**config.mk**
```make
export PLATFORM = sky130hd
export DESIGN_NAME = prim_fifo_async_wr_packer
export DESIGN_NICKNAME = d
export VERILOG_FILES = /design/src/rtl/prim_fifo_async_wr_packer.sv
export SDC_FILE = /design/constraint.sdc
export NUM_CORES = 1
export LEC_CHECK = 0
export CORE_ASPECT_RATIO = 2
export CORE_MARGIN = 2
export CORE_UTILIZATION = 57
export CTS_CLUSTER_SIZE = 28
export DETAILED_ROUTE_END_ITERATION = 7
export PLACE_DENSITY = 0.85
export REMOVE_ABC_BUFFERS = 1
export SLEW_MARGIN = 20
export SYNTH_ARGS = -nofsm -noshare
export SYNTH_HDL_FRONTEND = slang
export SYNTH_HIERARCHICAL = 1
export SYNTH_SLANG_ARGS = --single-unit
```
**constraint.sdc**
```tcl
create_clock -name clk_wr_i -period 3.6 [get_ports clk_wr_i]
set_input_delay 0.9 -clock clk_wr_i [delete_from_list [all_inputs] [get_ports clk_wr_i]]
set_output_delay 0.9 -clock clk_wr_i [all_outputs]
set_load 0.1 [all_outputs]
```
**src/rtl/prim_fifo_async_wr_packer.sv**
```systemverilog
// Write-domain packer in front of prim_fifo_async. It gathers Ratio narrow beats into
// one wide word tagged {last, lane count, data} and drives the FIFO write port.

module prim_fifo_async_wr_packer_lane #(
  parameter int InW = 8
) (
  input  logic           clk_wr_i,
  input  logic           rst_wr_ni,
  input  logic           we,
  input  logic           clr,
  input  logic [InW-1:0] din,
  output logic [InW-1:0] q_nxt
);
  logic [InW-1:0] q;

  always_ff @(posedge clk_wr_i or negedge rst_wr_ni) begin
    if (!rst_wr_ni)  q <= '0;
    else if (clr)    q <= '0;
    else if (we)     q <= din;
  end

  // A beat arriving in the cycle its word closes must still reach the output register.
  assign q_nxt = we ? din : q;
endmodule

module prim_fifo_async_wr_packer #(
  parameter  int InW   = 8,
  parameter  int Ratio = 4,
  localparam int CntW  = $clog2(Ratio + 1),
  localparam int OutW  = InW * Ratio + CntW + 1
) (
  input  logic            clk_wr_i,
  input  logic            rst_wr_ni,
  input  logic            in_valid_i,
  output logic            in_ready_o,
  input  logic [InW-1:0]  in_data_i,
  input  logic            in_last_i,
  input  logic            flush_i,
  output logic            out_valid_o,
  input  logic            out_ready_i,
  output logic [OutW-1:0] out_data_o,
  output logic [CntW-1:0] fill_o,
  output logic [15:0]     pkt_cnt_o
);
  if (Ratio < 2) begin : gen_ratio_chk
    $error("prim_fifo_async_wr_packer: Ratio must be >= 2");
  end

  logic                       out_valid_q;
  logic [OutW-1:0]            out_data_q;
  logic [CntW-1:0]            fill_q;
  logic [15:0]                pkt_cnt_q;
  logic                       accept, close_beat, close_flush, close, word_last;
  logic [CntW-1:0]            word_cnt;
  logic [Ratio-1:0][InW-1:0]  acc_nxt;

  assign in_ready_o  = !out_valid_q | out_ready_i;
  assign accept      = in_valid_i & in_ready_o;
  assign close_beat  = accept & ((fill_q == CntW'(Ratio - 1)) | in_last_i | flush_i);
  // Flush-only close needs the output slot, otherwise it is simply dropped.
  assign close_flush = flush_i & !accept & in_ready_o & (fill_q != '0);
  assign close       = close_beat | close_flush;
  assign word_last   = close_beat & in_last_i;
  assign word_cnt    = accept ? fill_q + CntW'(1) : fill_q;

  for (genvar i = 0; i < Ratio; i++) begin : gen_lane
    prim_fifo_async_wr_packer_lane #(.InW(InW)) u_lane (
      .clk_wr_i  (clk_wr_i),
      .rst_wr_ni (rst_wr_ni),
      .we        (accept & (fill_q == CntW'(i))),
      .clr       (close),
      .din       (in_data_i),
      .q_nxt     (acc_nxt[i])
    );
  end

  always_ff @(posedge clk_wr_i or negedge rst_wr_ni) begin
    if (!rst_wr_ni) begin
      out_valid_q <= 1'b0;
      out_data_q  <= '0;
      fill_q      <= '0;
      pkt_cnt_q   <= '0;
    end else begin
      if (close) begin
        out_valid_q <= 1'b1;
        out_data_q  <= {word_last, word_cnt, acc_nxt};
      end else if (out_valid_q && out_ready_i) begin
        out_valid_q <= 1'b0;
      end
      if (close)       fill_q <= '0;
      else if (accept) fill_q <= fill_q + CntW'(1);
      if (close && word_last) pkt_cnt_q <= pkt_cnt_q + 16'd1;
    end
  end

  assign out_valid_o = out_valid_q;
  assign out_data_o  = out_data_q;
  assign fill_o      = fill_q;
  assign pkt_cnt_o   = pkt_cnt_q;
endmodule

```
# Word level (Yosys, flattened, before mapping)
# Index checks and enable logic that the tools add are counted.
[totals]
reg_bits = 88
input_bits = 14
wordCells = 46
[op_classes]
eq_ne = 3
n_bitwise = 14
n_mux = 12
addsub = 2
reduce_logical = 7
[ops]
columns = ["op", "n"]
rows = [
  ["$mux W8", 8],
  ["$add A16 B1 Y16 const B", 1],
  ["$and A1 B1 Y1", 10],
  ["$eq A3 B2 Y1 const B", 2],
  ["$mux W3", 2],
  ["$or A1 B1 Y1", 4],
  ["$add A3 B1 Y3 const B", 1],
  ["$eq A3 B1 Y1 const B", 1],
  ["$logic_not A3 Y1", 1],
  ["$reduce_bool A3 Y1", 1],
  ["$logic_and A1 B1 Y1", 2],
  ["$logic_not A1 Y1", 2],
  ["$mux W1", 2],
  ["$reduce_bool A2 Y1", 1],
]

# Depth between registers and ports, before layout
# Gate-level depths: netlist (run 1).
[logic_depth]
word_depth = 9
mapped_depth = 7

# Modules after synthesis
# Netlist (run 1), hierarchy kept.
[by_module_without_submodules]
columns = ["module", "cells_per_inst", "n_inst", "area_per_inst_um2", "seq_area_each_um2"]
rows = [
  ["prim_fifo_async_wr_packer", 178, 1, 2544.9, 1401.3],
  ["prim_fifo_async_wr_packer_lane", 25, 4, 381.6, 200.2],
]

# Worst setup path before layout (run 1)
# Ideal clock, no wire load.
[synth_timing]
path_kind = "register to register"
from = "register out_valid_q (netlist: out_valid_o)"
to = "register out_data_q[24] (netlist: out_data_o[24])"
setup_slack_ns = 0.204
t_arrival_ns = 3.270
period_less_slack_ns = 3.396
setup_time_ns = 0.126
path_stages_with_launch = 7
path_cell_list = "dfrtp_1 -> nor2b_4 -> clkinv_1 -> and3_1 -> buf_6 -> mux2_4 -> mux2_4"
[synth_lines]
columns = ["item", "line_no", "source"]
rows = [
  ["start: declaration", "49", "logic out_valid_q;"],
  ["start signal: assignment", "79", "out_valid_q <= 1'b0;"],
  ["start signal: assignment", "85", "out_valid_q <= 1'b1;"],
  ["start signal: assignment", "88", "out_valid_q <= 1'b0;"],
  ["end signal: assignment", "86", "out_data_q <= {word_last, word_cnt, acc_nxt};"],
  ["end: declaration", "50", "logic [OutW-1:0] out_data_q;"],
]

# Worst setup path after layout (run 1)
[layout_timing]
from = "input out_ready_i"
to = "output in_ready_o"
[layout_between]
elab_chain_len = 1
[layout_rtl]
columns = ["item", "line_no", "source"]
rows = [
  ["start: declaration", "40", "input logic out_ready_i,"],
  ["$or A1 B1 Y1", "57", "assign in_ready_o = !out_valid_q | out_ready_i;"],
  ["end: declaration", "35", "output logic in_ready_o,"],
]
# No other way between the ends.

==> impl_metrics.tcl, run 1 <==
set metrics [dict create \
    endpoint_kind "output port" \
    synth.top_cell.area_share_pct 54.1 \
    syn_area_sq_um 4070 \
    avgRoutedWirePerCell_um 17.2 \
    hold_viol 0 \
    synth_xor_area_share_pct 3.44 \
    drive_gt1_share_pct 39.4 \
    hp-class "flip-flop to flip-flop" \
    ys_warn_count 6 \
    startpoint "out_ready_i" \
    cp.arrival_ns 2.09 \
    period_share_pct 83.0 \
    layout_common_cells "88 x dfrtp_1, 61 x mux2_4, 48 x buf_4, 32 x nor2b_1, 22 x clkdlybuf4s50_1" \
    cts.clk_slew.worst_paths_ns 0.06 \
    max-clock-path-buffers 2 \
    crit_end "in_ready_o" \
    portBuffers 70 \
    crit_path_start_kind "input port" \
    wl_um 7760 \
    final-max-slew-violation-count 0 \
    cts.sinks 88 \
    relSlewSlack_pct 30.3 \
    dpl_cell_area_sq_um 4740 \
    root_buffer "clkbuf_16" \
    synth_seq_cells 88 \
    grt_max_degree 89 \
    final.fill_count 477 \
    fp.coreArea_sq_um 6940 \
    synth.distinct_cells 30 \
    dr.pass1.iters 4 \
    overflow 0 \
    dieWidth_um 63.8 \
    ant_nets 0 \
    cts_tree "done" \
    synth_top_area_cell "dfrtp_1" \
    syn_area_per_cell_sq_um 14.6 \
    multiInputGateArea_sq_um 1750 \
    synth_top_family_by_area "multiplexers" \
    timing.fmax_mhz 335 \
    synth_mux_area_share_pct 24.7 \
    vias_per_cell 5.37 \
    hold_depth 1 \
    seqCellArea_sq_um 2200 \
    grt_antenna_before_repair 0 \
    ios 71 \
    ys_seq_area_share_pct 54.1 \
    reg2reg_to "out_data_o[19]" \
    area_growth_pct 24.2 \
    synth_compound_area_share_pct 1.72 \
    netlist_instances 278 \
    rsz0062_at_grt "no" \
    setup_tns_ns 0 \
    synthTopCellsByArea "dfrtp_1 54%, mux2_4 22%, nor2b_1 4.9%, xor2_1 2.2%, mux2_2 1.9%" \
    drcViolationCount 0 \
    setup_viol 0 \
    synth_fa_ha_area_share_pct 1.84 \
    place_congestion 0.766 \
    track_usage_pct 22.0 \
    r2r_slack_ns 1.28 \
    synth-simple-area-share_pct 10.9 \
    grt_pass1_wl_um 13000 \
    die_y_um 124 \
    finalNetCount 375 \
    dr.first_iter.drc_count 107 \
    dp_hpwl_um 5200 \
    crit_required_ns 2.70 \
    final_area_sq_um 5060 \
    max-cap-violations 0 \
    row_count 43 \
    num_antenna_cells 0 \
    worst_pin_slew_ns 1.04 \
    crit_type "input port to output port" \
    final_common_cell "dfrtp_1" \
    dieArea_sq_um 7880 \
    num_vias 2415 \
    worst_hold_slack_ns 0.483 \
    numCtsBuffers 9 \
    insertion_delay_ns 0.34 \
    grt_pass1_vias 2557 \
    post_cts_buffers 0 \
    ctsHoldBuffers 0 \
    outcome "finished clean" \
    initial_core_util_pct 58.7 \
    fin_crit_ns 2.99 \
    r2r-start "fill_o[0]" \
    cts_resized 0 \
    h-tree-depth 3 \
    path_max_fanout 9 \
    rr_worst_depth 5 \
    finalClockSkew_ns 0.00308 \
]
==> critical path, stage by stage <==
cell and delay [ns]:
clkdlybuf4s50_1 0.45, nor2b_4 0.24, clkinv_1 0.13, buf_4 0.19, buf_12 0.17
==> kinds of logic after synthesis <==
| family | count (synthesis) |
|---|---|
| adders and majority gates | 6 |
| muxes | 69 |
| buffers and inverters | 15 |
| AOI/OAI and AO/OA | 11 |
| DFF | 88 |
| and+or+nand+nor | 73 |
| xor gates and xnor gates | 16 |
==> per-layer routing <==
metal	global-route usage [%]	wire length (um)	part of all wire, %
met1	27.0	3170	41
met2	37.6	4160	54
met3	3.64	257	3.3
met4	10.6	173	2.2
met5	0	0	0
==> synth_stat cells <==
cell / number
clkinv_1: 1
mux2_2: 7
o31a_1: 1
nor3b_1: 3
buf_6: 4
xor2_1: 10
a21oi_1: 1
nand2b_1: 2
o21ai_0: 8
and3_1: 2
buf_12: 3
nor3_1: 5
mux2i_1: 1
nand4_2: 1
dfrtp_1: 88
clkbuf_1: 1
xnor2_1: 6
nand3_1: 6
ha_1: 6
inv_1: 6
a21oi_4: 1
mux2_4: 61
and4_1: 2
nor2_8: 1
nor2b_1: 32
nor2b_4: 1
nor4_1: 1
nand4_1: 3
nor2_1: 6
nand2_1: 8
==> worst min-delay path by stage <==
stage	from	to	slack, ns
CTS	pkt_cnt_o[15]	pkt_cnt_o[15]	0.49
finish	pkt_cnt_o[15]	pkt_cnt_o[15]	0.48
floorplan	gen_lane[0].u_lane/q[0]	gen_lane[0].u_lane/q[0]	0.57
detailed placement	pkt_cnt_o[15]	pkt_cnt_o[15]	0.47
global route	pkt_cnt_o[15]	pkt_cnt_o[15]	0.50
global placement	pkt_cnt_o[15]	pkt_cnt_o[15]	0.46
==> state kept, by name, summed over array words and instances (netlist names) <==
register and cells:
pkt_cnt_o 16, out_valid_o 1, out_data_o 36, gen_lane.u_lane/q 32
fill_o 3
==> through the flow <==
step | utilization, % | cells | setup slack, ns
2_1_floorplan | - | 270 | 0.132
3_3_place_gp | 68.2 | 434 | 0.301
3_5_place_dp | 68.2 | 434 | 0.331
4_1_cts | 72.8 | 450 | 0.602
5_1_grt | 72.9 | 450 | 0.544
6_report | 72.9 | 450 | 0.611
==> layout make-up <==
| class | count | area share (%) |
|---|---|---|
| sequential | 88 | 43.5 |
| multi-input combinational | 175 | 34.5 |
| inverter | 7 | 0.519 |
| timing repair buffer | 74 | 12.9 |
| clock inverter | 2 | 0.693 |
| clock buffer | 14 | 5.61 |
| tap | 90 | 2.23 |
Power of run 1 is not shown: default switching activity piles up to over one toggle a cycle in this logic, so the estimate is an artifact.
==> run 2: changes to the inputs <==
--- a/config.mk
+++ b/config.mk
@@ -7,10 +7,10 @@
 export LEC_CHECK = 0
 export CORE_ASPECT_RATIO = 2
 export CORE_MARGIN = 2
-export CORE_UTILIZATION = 57
+export CORE_UTILIZATION = 53
 export CTS_CLUSTER_SIZE = 28
 export DETAILED_ROUTE_END_ITERATION = 7
-export PLACE_DENSITY = 0.85
+export PLACE_DENSITY = 0.8
 export REMOVE_ABC_BUFFERS = 1
 export SLEW_MARGIN = 20
 export SYNTH_ARGS = -nofsm -noshare
==> constraint.sdc (replaced) <==
create_clock -name clk_wr_i -period 3.06 [get_ports clk_wr_i]
set_input_delay 0.765 -clock clk_wr_i [delete_from_list [all_inputs] [get_ports clk_wr_i]]
set_output_delay 0.765 -clock clk_wr_i [all_outputs]
set_load 0.1 [all_outputs]
==> run 2 against run 1 <==
Register-to-register slack worse by 0.68 ns; sequential share of layout area up 0.054 points; critical endpoint is now out_data_o[2]; largest cell class unchanged; critical path type is now input port to flip-flop; worst setup slack worse by 0.28 ns; wire length down 4.4%; clock skew up 0.0030 ns; via count down 2.4%; non-clock buffer count up 2.
==> impl_metrics.tcl, run 2 (synthesis gave the netlist of run 1 again) <==
set metrics [dict create \
    avgRoutedWirePerCell_um 16.3 \
    root_buffer "clkbuf_16" \
    initial_core_util_pct 54.0 \
    dp_hpwl_um 5080 \
    final_common_cell "dfrtp_1" \
    max_stage_delay_ns 0.82 \
    dp_slack_ns -0.110 \
    crit_path_start_kind "input port" \
    dieArea_sq_um 8440 \
    dr.first_iter.drc_count 97 \
    area_growth_pct 24.1 \
    hp-class "input port to asynchronous set/reset pin" \
    num_vias 2357 \
    insertion_delay_ns 0.33 \
    max-clock-path-buffers 2 \
    cts_resized 0 \
    fp.coreArea_sq_um 7540 \
    cts.sinks 88 \
    cp.arrival_ns 2.95 \
    largest_register_ffs 36 \
    finalClockSkew_ns 0.00604 \
    fin_crit_ns 2.73 \
    ctsHoldBuffers 0 \
    cpLargestDelayFamily "simple AND/OR/NAND/NOR gates" \
    stdcell_count 456 \
    num_antenna_cells 0 \
    worstPathBufferInverterCount 2 \
    max-cap-violations 0 \
    path_cells "clkdlybuf4s50_1, nor2b_4, clkinv_1, nand2_1, nor2_1, mux2_4, mux2_2" \
    dieWidth_um 66.0 \
    h-tree-depth 3 \
    dr.pass1.iters 4 \
    worst_hold_slack_ns 0.439 \
    worst_pin_slew_ns 1.05 \
    track_usage_pct 19.4 \
    ios 71 \
    post_cts_buffers 0 \
    finalNetCount 377 \
    relSlewSlack_pct 29.8 \
    rsz0062_at_grt "no" \
    ant_nets 0 \
    drive_gt1_share_pct 42.5 \
    place_congestion 0.747 \
    overflow 0 \
    timing.fmax_mhz 366 \
    grt_max_degree 89 \
    final-max-slew-violation-count 0 \
    cts_tree "done" \
    drcViolationCount 0 \
    grt_pass1_vias 2482 \
    grt_antenna_before_repair 0 \
    dp.cells 440 \
    cts.clk_slew.worst_paths_ns 0.06 \
    endpoint_kind "flip-flop" \
    vias_per_cell 5.17 \
    setup_viol 0 \
    crit_type "input port to flip-flop" \
    wl_um 7420 \
    path_max_fanout 8 \
    row_count 45 \
    die_y_um 128 \
    hold_viol 0 \
    period_share_pct 89.2 \
    numCtsBuffers 9 \
    layout_common_cells "88 x dfrtp_1, 61 x mux2_4, 61 x buf_4, 32 x nor2b_1, 12 x clkdlybuf4s50_1" \
    portBuffers 70 \
    crit_required_ns 3.28 \
    outcome "finished clean" \
    slowest_stage "nor2_1" \
    grt_pass1_wl_um 12300 \
    fin_ws_ns 0.330 \
]
## run 2: changes by cell type in the layout (fill, tap and decap cells not counted), sizes merged
cell / previous run / this run
buf: 52 / 64
clkbuf: 14 / 12
clkinv: 2 / 3
clkdlybuf4s50: 22 / 12
clkinvlp: 0 / 1
## run 2: cell type report
cell class,count,area [sq um]
tap,94,118
sequential,88,2200
timing repair buffer,76,638
clock buffer,12,267
inverter,7,26.3
clock inverter,4,51.3
fill,585,2490
multi-input combinational,175,1750
## run 2: path summary, 6_finish.rpt
| check | start | endpoint | slack (ns) | cells past startpoint |
|---|---|---|---|---|
| worst max-delay path | out_ready_i | out_data_o[2] | 0.33 | 7 |
| max in group asynchronous | rst_wr_ni | gen_lane[1].u_lane/q[6] | 2.24 | 2 |
| worst min register to register | pkt_cnt_o[15] | pkt_cnt_o[15] | 0.47 | 1 |
| worst max register to register | fill_o[0] | out_data_o[2] | 0.60 | 6 |
| min in group clk_wr_i | pkt_cnt_o[15] | pkt_cnt_o[15] | 0.47 | 1 |
| worst min-delay path | rst_wr_ni | out_data_o[34] | 0.44 | 2 |
## run 2: stage by stage
stage | instance area [sq um] | setup TNS (ns) | utilization, %
floorplan | 3960 | -20.86 | -
global placement | 4730 | -0.608 | 62.7
detailed placement | 4730 | -0.931 | 62.7
CTS | 5050 | 0 | 66.9
global route | 5050 | 0 | 67.0
finish | 5050 | 0 | 67.0
## run 2: metal layers
metal	share of wire (%)	track usage (%)	up-vias
li1	-	-	1104
met4	2.1	8.88	0
met3	3.5	4.48	11
met2	54	31.0	50
met1	41	24.8	1192
met5	0	0	-
## run 2: worst reg2reg max path: cells and delay by family (launching register included)
family                   cells  cell delay [ns]
adder cells (fa/ha/maj)      1             0.16
buffers and inverters        1             0.12
flip-flops                   1             0.46
multiplexers                 2             0.63
AND/OR/NAND/NOR              2             0.98
Power of run 2 is left out for the same reason.
